**src/rtl/cram_load_scheduler.sv**
```systemverilog
// Bulk DRAM-to-CRAM loader: issues word reads with bounded outstanding
// requests and streams returned words into successive CRAM addresses.
module cram_load_scheduler #(
  parameter int DWIDTH          = 40,
  parameter int RAM_AWIDTH      = 9,
  parameter int RAM_WORDS       = 512,
  parameter int DRAM_AWIDTH     = 32,
  parameter int MAX_OUTSTANDING = 8
) (
  input  logic                   clk,
  input  logic                   resetn,
  input  logic                   start,
  input  logic                   abort,
  input  logic [DRAM_AWIDTH-1:0] dram_base,
  input  logic [31:0]            ram_base_num,
  input  logic [15:0]            num_rams,
  output logic                   rd_req_valid,
  input  logic                   rd_req_ready,
  output logic [DRAM_AWIDTH-1:0] rd_req_addr,
  input  logic                   rd_data_valid,
  input  logic [DWIDTH-1:0]      rd_data,
  output logic [DWIDTH-1:0]      ram_data_out,
  output logic [RAM_AWIDTH-1:0]  ram_addr,
  output logic [31:0]            ram_num,
  output logic                   ram_we,
  output logic                   busy,
  output logic                   done
);

  localparam int TW = 16 + RAM_AWIDTH;
  localparam int OW = $clog2(MAX_OUTSTANDING) + 1;

  typedef enum logic [2:0] {
    S_IDLE,
    S_ISSUE,
    S_DRAIN,
    S_DONE,
    S_FLUSH
  } state_t;

  state_t                 state;
  logic [DRAM_AWIDTH-1:0] base_q;
  logic [TW-1:0]          total_q;
  logic [TW-1:0]          issued;
  logic [TW-1:0]          returned;
  logic [OW-1:0]          outstanding;

  logic active;
  logic req_fire;
  logic ret_ok;
  logic wr_ok;

  assign active = (state == S_ISSUE) ||
                  (state == S_DRAIN) ||
                  (state == S_FLUSH);

  assign rd_req_valid = (state == S_ISSUE) &&
                        (issued < total_q) &&
                        (outstanding < OW'(MAX_OUTSTANDING)) &&
                        !abort;

  // Address is a pure function of issued, so it holds while stalled.
  assign rd_req_addr = base_q + DRAM_AWIDTH'(issued);

  assign req_fire = rd_req_valid && rd_req_ready;
  assign ret_ok   = rd_data_valid && active &&
                    (outstanding != '0);
  assign wr_ok    = ret_ok && (state != S_FLUSH);

  assign busy = (state != S_IDLE);
  assign done = (state == S_DONE);

  always_ff @(posedge clk or negedge resetn) begin
    if (!resetn) begin
      state        <= S_IDLE;
      base_q       <= '0;
      total_q      <= '0;
      issued       <= '0;
      returned     <= '0;
      outstanding  <= '0;
      ram_data_out <= '0;
      ram_addr     <= '0;
      ram_num      <= '0;
      ram_we       <= 1'b0;
    end else begin
      ram_we <= wr_ok;
      if (wr_ok) begin
        ram_data_out <= rd_data;
        returned     <= returned + TW'(1);
      end

      if (ram_we) begin
        if (ram_addr == RAM_AWIDTH'(RAM_WORDS - 1)) begin
          ram_addr <= '0;
          ram_num  <= ram_num + 32'd1;
        end else begin
          ram_addr <= ram_addr + RAM_AWIDTH'(1);
        end
      end

      if (req_fire) begin
        issued <= issued + TW'(1);
      end

      // Simultaneous issue and return leaves the count unchanged.
      if (req_fire && !ret_ok) begin
        outstanding <= outstanding + OW'(1);
      end else if (!req_fire && ret_ok) begin
        outstanding <= outstanding - OW'(1);
      end

      unique case (state)
        S_IDLE: begin
          if (start) begin
            base_q      <= dram_base;
            total_q     <= TW'(num_rams) * TW'(RAM_WORDS);
            issued      <= '0;
            returned    <= '0;
            outstanding <= '0;
            ram_addr    <= '0;
            ram_num     <= ram_base_num;
            state       <= (num_rams == 16'd0) ? S_DONE
                                               : S_ISSUE;
          end
        end
        S_ISSUE: begin
          if (abort) begin
            state <= S_FLUSH;
          end else if (issued == total_q) begin
            state <= S_DRAIN;
          end
        end
        S_DRAIN: begin
          if (abort) begin
            state <= S_FLUSH;
          end else if (returned == total_q) begin
            state <= S_DONE;
          end
        end
        S_DONE: begin
          state <= S_IDLE;
        end
        S_FLUSH: begin
          if (outstanding == '0) begin
            state <= S_IDLE;
          end
        end
        default: begin
          state <= S_IDLE;
        end
      endcase
    end
  end

endmodule

```
**config.mk**
```make
export PLATFORM = sky130hd
export DESIGN_NAME = cram_load_scheduler
export DESIGN_NICKNAME = d
export VERILOG_FILES = /design/src/rtl/cram_load_scheduler.sv
export SDC_FILE = /design/constraint.sdc
export NUM_CORES = 1
export LEC_CHECK = 0
export CORE_AREA = 2 2 144 146
export CTS_CLUSTER_SIZE = 14
export DETAILED_ROUTE_END_ITERATION = 6
export DIE_AREA = 0 0 146 148
export PLACE_DENSITY = 0.84
export SYNTH_ARGS = -nofsm -noshare
export SYNTH_HDL_FRONTEND = slang
export SYNTH_SLANG_ARGS = --single-unit
```
**constraint.sdc**
```tcl
create_clock -name clk -period 10.5 [get_ports clk]
set_input_delay 2.1 -clock clk [delete_from_list [all_inputs] [get_ports clk]]
set_output_delay 2.1 -clock clk [all_outputs]
set_load 0.02 [all_outputs]
```
== Word level (Yosys, flattened, before mapping) ==
Index checks and enable logic that the tools add are counted.
Operators by class
  div/mod/pow operators: 0
  bitwise logic cells: 0
  reductions and logical operators: 21
  equal/unequal tests: 12
  order comparisons: 2
  add/subtract/negate cells: 7
  multipliers: 0
  shifts and indexed selects: 0
  muxes and demuxes: 26
Operator list (count)
  25-bit 2-to-1 mux: 6
  32-bit 2-to-1 mux: 4
  25-bit by 1-bit adder with 25-bit output, second input constant: 2
  25-bit == test: 2
  9-bit 2-to-1 mux: 4
  32-bit by 1-bit adder with 32-bit output, second input constant: 1
  32-bit by 25-bit adder with 32-bit output: 1
  25-bit < comparator: 1
  3-bit 2-to-1 mux: 6
  16-bit zero test: 1
  4-bit 2-to-1 mux: 4
  3-bit one-hot mux with 4 select lines: 1
  9-bit by 1-bit adder with 9-bit output, second input constant: 1
  9-bit == test, second input constant: 1
  1-bit logical AND: 9
  3-bit by 2-bit == test with 1-bit output, second input constant: 2
  3-bit by 2-bit inequality test with 1-bit output, second input constant: 2
  4-bit by 1-bit adder with 4-bit output, second input constant: 1
  4-bit zero test: 1
  4-bit < comparator, second input constant: 1
  4-bit AND reduction: 1
  4-bit nonzero test: 1
  4-bit by 1-bit subtractor with 4-bit output, second input constant: 1
  3-bit by 1-bit == test with 1-bit output, second input constant: 1
  other kinds (10): 13
Storage, ports and cells
  ROM bits: 0
  input bits: 126
  bits in registers: 187
  memories kept: 0
  latch bits: 0
  word-level logic and storage cells: 78
  memory bits (writable): 0
  output and inout port bits: 117

== Longest topological paths before layout ==
Gate-level depths: netlist of run 1.
  depth in word-level cells: 11
  depth in mapped cells: 10
  gate-level depth less buffers: 10

== Worst setup path after synthesis of run 1 ==
No wires, ideal clock.
  kind: input to output
  from: input abort
  to: output rd_req_valid
  arrival: 3.393 ns
  path slack: 5.007 ns
  cell stages on the path: 4
  data required time: 8.400 ns
  cells stage by stage: or4b_1 > or3_1 > a211oi_2 > and3_1
On the way
  word-level cells in the longest chain between the ends: 2
Ends and longest elaborated chain
  start, declared: line 13  | input logic abort,
  1-bit zero test: line 60  | !abort;
  1-bit logical AND: line 59  | (outstanding < OW'(MAX_OUTSTANDING)) &&
  end, declared: line 17  | output logic rd_req_valid,
Every way passes these cells.

== Worst setup path in the final report of run 1 ==
Ends and elaborated chain as after synthesis.

==> run metrics, run 1 <==
outcome=completed; Die Span X=146 um; clock input transition at the sequential cells of the worst setup and hold paths=0.07 ns; GPL Wtd Cong=a little under 0.9; global-route congestion overflow total=0; Initial Util=54.9%; vertical die dimension=148 um; number of failing setup endpoints in the final timing report=0; antenna diode instance count=0; count of TritonRoute iterations in the first routing pass=5; number of buffers on the longest clock path=2; Cell Chain, Critical Path=clkdlybuf4s50_1, or4b_1, or3_1, a211oi_2, and3_1, clkdlybuf4s50_1; sum of routed wire length over all layers=29000 um; distinct cell type count after synthesis=60; via count of the first global-routing pass=9522; compound-cell area share of the yosys netlist=approximately 13%; Main synth FF type=dfrtp_1; worst skew pair latency=0.43 ns; Power Density=253 nW/um^2; core area=approximately 20000 sq um; growth of design area from synthesis to finish=28.7%; type of element launching the critical path=input pin; proportion of register bits with asynchronous set or reset after synthesis=100%; post-layout power=between 3000 and 4000 uW; post-detail-place hpwl=21000 um; proportion of synthesized area in mux cells=5.48%; adder-cell share of the synthesized area=under 10%; post-CTS resize count=0; clock sinks=187; Post-Synthesis Net Count=1409; Placement Rows=52; overall global routing resource usage=between 20% and 30%; Achievable Freq=0.149 GHz; IO Count=243; delay of the slowest critical-path stage=0.61 ns; Via Count=9851; start-to-end type of the worst setup path=input pin to primary output; largest net degree at the start of global routing=111; post-route clock period utilization=63.8%; number of DRC markers after the initial detailed-route iteration=684; die area=between 20000 and 25000 sq um; first-pass GRT wire length=47000 um; non-filler cells, final=1723; total of flip-flops plus latches after synthesis=187; unrepaired setup endpoints after global routing=no; leakage power=0.00609 uW; minimum period implied by the final worst setup slack=6.70 ns; endpoint arrival time on the critical path=4.60 ns; sequential cell area fraction in the yosys report=a little over two fifths; number of hold-slack violations in the final timing report=0; Slew @ Worst Pin=about 1.1 ns; TritonCTS clock tree=built; maximum fanout along the worst path=5; Max Slew Vio Count=0; Mean Syn Cell Area=just under 9 sq um; number of maximum-capacitance violations=0; fraction of final layout cells with drive strength greater than 1=6.19%; area share of and/or/nand/nor cells after synthesis=21.9%; average wire length per cell after detail routing=about 17 um; worst slew slack as a fraction of its limit=between 20% and 30%; largest family of logic cells by synthesized area=simple AND/OR/NAND/NOR gates; data required time at the worst endpoint=8.40 ns; XOR/XNOR share of the synthesized area=~7.9%; average vias per placed instance=about 5.7; root buffer selected by CTS=clkbuf_16; worst setup skew after layout=0.0129 ns; number of buffers inserted by port buffering=242; crit path capture type=primary output; Hold/Removal Path Class=flop to flop; synthesized area=~11000 sq um; Max stage delay cell, worst path=clkdlybuf4s50_1; number of cells produced by synthesis=1232; cts bufs inserted=17; count of yosys warnings during synthesis=0; number of nets still failing antenna checks after routing=0; nets=about 1600; placed instance count=1691; most numerous cell on the critical path=clkdlybuf4s50_1; maximum ir drop on the vdd rail=0.000145 V; number of flops mapped to enable cells by yosys=0; Setup Fix Bufs, Post-CTS=0; number of antenna violations at the first check in global routing=0; number of levels the H-tree was split into=4; quantity of hold-fixing buffers added after cts=0; Fin Setup TNS=0 ns; DRC violations left=0
[cell type report]
| class | instances | area, sq um |
|---|---|---|
| sequential | 187 | 4680 |
| fill | 1582 | 5880 |
| inverter | 52 | 195 |
| clock inverter | 14 | 170 |
| tap | 270 | 338 |
| clock buffer | 18 | 429 |
| timing repair buffer | 244 | 2440 |
| multi-input combinational | 938 | 5900 |
[per-layer routing]
metal  global-route usage, %  share of wire, %
met1                    34.2                42
met2                    47.3                51
met3                    4.07               5.3
met4                    7.67               1.7
met5                       0                 0
[kinds of logic (layout without fill, tap and decap cells)]
logic type,count (synthesis),after routing
buffers and inverters,107,328
adder cells (fa/ha/maj),51,51
AO/OA/AOI/OAI,221,221
AND/OR/NAND/NOR,512,512
flip-flops,187,187
multiplexers,55,55
XOR/XNOR,99,99
[flip-flops by register name (all words and copies together), names as in the netlist]
| name | cells |
|---|---|
| base_q | 32 |
| issued | 25 |
| outstanding | 4 |
| ram_addr | 9 |
| ram_data_out | 40 |
| ram_num | 32 |
| ram_we | 1 |
| returned | 25 |
| state | 3 |
| total_q | 16 |
[metrics by stage]
step           cell area, sq um  setup slack [ns]  util, %  hold WS [ns]
5_1_grt                   14200              3.76     70.6         0.505
3_5_place_dp              13600              3.84     67.7         0.473
2_1_floorplan             11000              5.01        -         0.452
4_1_cts                   14200              3.82     70.6         0.492
3_3_place_gp              13600              3.86     67.7         0.465
6_report                  14200              3.80     70.6         0.489
[where the power goes]
part | leakage (uW) | switching (uW) | total [uW] | internal [uW]
registers | 0.00239 | 230 | 1200 | 973
logic | 0.00341 | 926 | 1730 | 799
clock network | 0.000291 | 312 | 655 | 343
[synth_stat cells, types with 2 or more instances]
| master | count | area (sq um) |
|---|---|---|
| nor3b_1 | 2 | 15.0 |
| and4_1 | 3 | 26.3 |
| nand2b_1 | 14 | 87.6 |
| o211ai_1 | 6 | 45.0 |
| o22ai_1 | 2 | 12.5 |
| a21o_1 | 10 | 75.1 |
| nand2_1 | 224 | 841 |
| a21oi_1 | 53 | 265 |
| a211oi_1 | 4 | 30.0 |
| buf_2 | 9 | 45.0 |
| or3_1 | 17 | 106 |
| mux2i_1 | 13 | 130 |
| xor2_1 | 49 | 429 |
| a31oi_1 | 7 | 43.8 |
| o311a_1 | 4 | 40.0 |
| o41ai_1 | 8 | 70.1 |
| inv_1 | 52 | 195 |
| nor2b_1 | 6 | 37.5 |
| and3_1 | 19 | 119 |
| clkbuf_1 | 42 | 158 |
| a211o_1 | 3 | 26.3 |
| xnor2_1 | 50 | 438 |
| ha_1 | 50 | 626 |
| mux2_2 | 42 | 473 |
| o21ai_0 | 80 | 400 |
| o21a_1 | 9 | 67.6 |
| or4b_2 | 2 | 20.0 |
| buf_1 | 2 | 7.51 |
| or2_2 | 4 | 25.0 |
| and2_1 | 7 | 43.8 |
| o31ai_1 | 10 | 75.1 |
| nor2_1 | 78 | 293 |
| nor4_1 | 19 | 119 |
| or4_1 | 7 | 52.6 |
| o221ai_1 | 2 | 17.5 |
| o311ai_0 | 9 | 78.8 |
| nor3_1 | 26 | 130 |
| dfrtp_1 | 187 | 4680 |
| a2111oi_0 | 2 | 17.5 |
| nand3_1 | 45 | 225 |
| nand4b_1 | 2 | 17.5 |
| a21boi_0 | 3 | 22.5 |
| nand4_1 | 32 | 200 |
[critical path: cells and delay by family]
family	cells	cell delay (ns)
AO/OA/AOI/OAI	1	0.24
buffers and inverters	2	1.10
AND/OR/NAND/NOR	3	1.14
[worst paths after layout]
| check | startpoint | to | slack (ns) | cells after the start |
|---|---|---|---|---|
| max reg2reg | state[1] | issued[9] | 6.91 | 6 |
| max | abort | rd_req_valid | 3.80 | 6 |
| min | base_q[17] | base_q[17] | 0.49 | 2 |
| max in group asynchronous | resetn | issued[12] | 7.12 | 2 |
| min reg2reg | base_q[17] | base_q[17] | 0.49 | 2 |
| min in group asynchronous | resetn | ram_addr[3] | 1.79 | 1 |
[layout by cell type (no fill, tap or decap), types with 13 or more instances in the layout]
master | netlist | final
and3_1 | 19 | 19
mux2i_1 | 13 | 13
a21oi_1 | 53 | 53
nand3_1 | 45 | 45
ha_1 | 50 | 50
nor4_1 | 19 | 19
nor2_1 | 78 | 78
inv_1 | 52 | 51
xnor2_1 | 50 | 50
xor2_1 | 49 | 49
nand2b_1 | 14 | 14
nor3_1 | 26 | 26
dfrtp_1 | 187 | 187
clkdlybuf4s50_1 | 0 | 241
or3_1 | 17 | 17
mux2_2 | 42 | 42
clkbuf_16 | 0 | 17
nand4_1 | 32 | 32
nand2_1 | 224 | 223
o21ai_0 | 80 | 80
No activity file was read; power rests on OpenSTA's default activity.
==> run 2, diff against run 1 <==
--- a/config.mk
+++ b/config.mk
@@ -5,11 +5,11 @@
 export SDC_FILE = /design/constraint.sdc
 export NUM_CORES = 1
 export LEC_CHECK = 0
-export CORE_AREA = 2 2 144 146
+export CORE_AREA = 2 2 157 159
 export CTS_CLUSTER_SIZE = 14
 export DETAILED_ROUTE_END_ITERATION = 6
-export DIE_AREA = 0 0 146 148
-export PLACE_DENSITY = 0.84
+export DIE_AREA = 0 0 159 161
+export PLACE_DENSITY = 0.75
 export SYNTH_ARGS = -nofsm -noshare
 export SYNTH_HDL_FRONTEND = slang
 export SYNTH_SLANG_ARGS = --single-unit
==> constraint.sdc (replaced) <==
create_clock -name clk -period 5.77 [get_ports clk]
set_input_delay 1.154 -clock clk [delete_from_list [all_inputs] [get_ports clk]]
set_output_delay 1.154 -clock clk [all_outputs]
set_load 0.02 [all_outputs]
==> run 2 against run 1 <==
Effect of this change: power up 82%; worst setup slack worse by 3.3 ns; register-to-register slack worse by 4.5 ns; sequential power up 82%; clock-buffer cell count down 1; routed wire length down 3.1%; flip-flop and latch count unchanged; global-route usage down 4.6 points; critical path type is now flop to primary output.
==> run metrics, run 2 (synthesis gave the netlist of run 1 again) <==
core area=24000 sq um; IO Count=243; most common library cell in the layout ignoring fill and taps=clkdlybuf4s50_1; worst setup skew after layout=0.0105 ns; worst-case register-to-register setup slack=2.45 ns; Hold/Removal Path Class=flop to flop; count of TritonRoute iterations in the first routing pass=5; total net switching power=2690 uW; Slew @ Worst Pin=1.05 ns; overall global routing resource usage=22.1%; root buffer selected by CTS=clkbuf_16; number of buffers on the longest clock path=2; sum of routed wire length over all layers=28100 um; register containing the most flip-flops in the final layout=ram_data_out; die area=25600 sq um; worst skew pair latency=around 0.44 ns; first-pass GRT wire length=roughly 47000 um; largest net degree at the start of global routing=~120; max FFs per register=40; post-detail-place hpwl=20600 um; largest registers=ram_data_out: 40 flops, base_q: 32 flops, ram_num: 32 flops; Initial Util=45.9%; number of levels the H-tree was split into=4; fraction of final layout cells with drive strength greater than 1=about 6.5%; number of nets still failing antenna checks after routing=0; Power Density=457 nW/um^2; cell count of the worst reg-to-reg path=7; R2R Path Start=state[1]; cts bufs inserted=17; number of failing setup endpoints in the final timing report=0; antenna diode instance count=0; Placement Rows=57; start-to-end type of the worst setup path=flop to primary output; global-route congestion overflow total=0; source of the worst hold timing path=base_q[4]; storage element area=4680 sq um; Via Count=9621; number of antenna violations at the first check in global routing=0; Max Slew Vio Count=0; clock sinks=187; worst hold slack=0.487 ns; Sw Share=between 40 and 50%; minimum period implied by the final worst setup slack=5.25 ns; Achievable Freq=between 0.15 and 0.2 GHz; fraction of power consumed by sequential logic=33.4%; TritonCTS clock tree=built; Hold Path Depth=2; via count of the first global-routing pass=9497; Internal Pwr Total=approximately 3800 uW; average wire length per cell after detail routing=15.8 um; DRC violations left=0; number of hold-slack violations in the final timing report=0; data required time at the worst endpoint=4.62 ns; number of maximum-capacitance violations=0; type of element launching the critical path=flop; growth of design area from synthesis to finish=29.8%; post-CTS resize count=0; endpoint arrival time on the critical path=4.09 ns; Fin Setup TNS=0 ns; Die Span X=159 um; outcome=completed; leakage power=about 0.0061 uW; vertical die dimension=161 um; post-route clock period utilization=between 90 and 100%; crit path capture type=primary output; worst slew slack as a fraction of its limit=30.1%; combinational share of power=48.1%; maximum ir drop on the vdd rail=0.000409 V; Setup Fix Bufs, Post-CTS=0; average vias per placed instance=5.41; clock input transition at the sequential cells of the worst setup and hold paths=0.08 ns; relative contribution of the clock network to total power=18.5%; filler cell count=2130; nets=1620; number of buffers inserted by port buffering=242; quantity of hold-fixing buffers added after cts=0; Worst Hold Endpoint=base_q[4]; maximum fanout along the worst path=7; combined area of the multi-input logic cells=5900 sq um; endpoint of the lowest-slack register-to-register path=issued[19]; unrepaired setup endpoints after global routing=no; GPL Wtd Cong=0.951; most frequent cells in the layout=241 x clkdlybuf4s50_1, 223 x nand2_1, 187 x dfrtp_1; number of DRC markers after the initial detailed-route iteration=678
## run 2: cell type report
cell class / count / area share [%]
multi-input combinational: 938 / 41.3
clock inverter: 15 / 1.37
sequential: 187 / 32.8
timing repair buffer: 247 / 17.3
inverter: 52 / 1.37
clock buffer: 17 / 2.98
tap: 324 / 2.84
## run 2: power groups by stage
stage               Clock [uW]  Combinational [uW]  Sequential (uW)
finish                    1210                3130             2180
global route              1290                3420             2250
CTS                       1240                3170             2180
detailed placement           0                3150             2200
global placement             0                3100             2180
floorplan                    0                1640             2410
## run 2: worst max-delay path, stage by stage (launching register included)
cell and delay [ns]:
dfrtp_1 0.46, ha_1 0.21, inv_1 0.06, fa_1 0.40
nor2b_1 0.17, o2111ai_1 0.21, a311o_1 0.45, o211ai_1 0.18
buf_4 0.18, or4b_2 0.59, o211ai_1 0.12, clkdlybuf4s50_1 0.63
## run 2: routing by layer
metal | track usage (%) | up-vias | share of wire, %
met4 | 6.61 | 0 | 1.8
met3 | 3.39 | 39 | 4.3
met1 | 29.4 | 4603 | 46
met2 | 37.5 | 231 | 48
li1 | - | 4748 | -
met5 | 0 | - | 0
## run 2: worst max path at each step
| stage | slack (ns) | cells past startpoint | to | startpoint |
|---|---|---|---|---|
| finish | 0.52 | 11 | rd_req_addr[26] | issued[0] |
| CTS | 0.53 | 11 | rd_req_addr[26] | issued[0] |
| floorplan | 1.75 | 9 | rd_req_addr[26] | issued[0] |
| detailed placement | 1.00 | 11 | rd_req_addr[26] | issued[0] |
| global placement | 1.04 | 6 | rd_req_valid | abort |
| global route | 0.38 | 11 | rd_req_addr[26] | issued[0] |
## run 2: metrics by stage
stage	cells	worst slack, ns	total power (uW)	instance area [sq um]	utilization [%]
5_1_grt	1780	0.383	6960	14300	59.6
6_report	1780	0.524	6520	14300	59.6
4_1_cts	1780	0.527	6580	14300	59.6
3_5_place_dp	1748	1.00	5350	13700	57.0
2_1_floorplan	1232	1.75	4050	11000	-
3_3_place_gp	1748	1.04	5280	13700	57.0
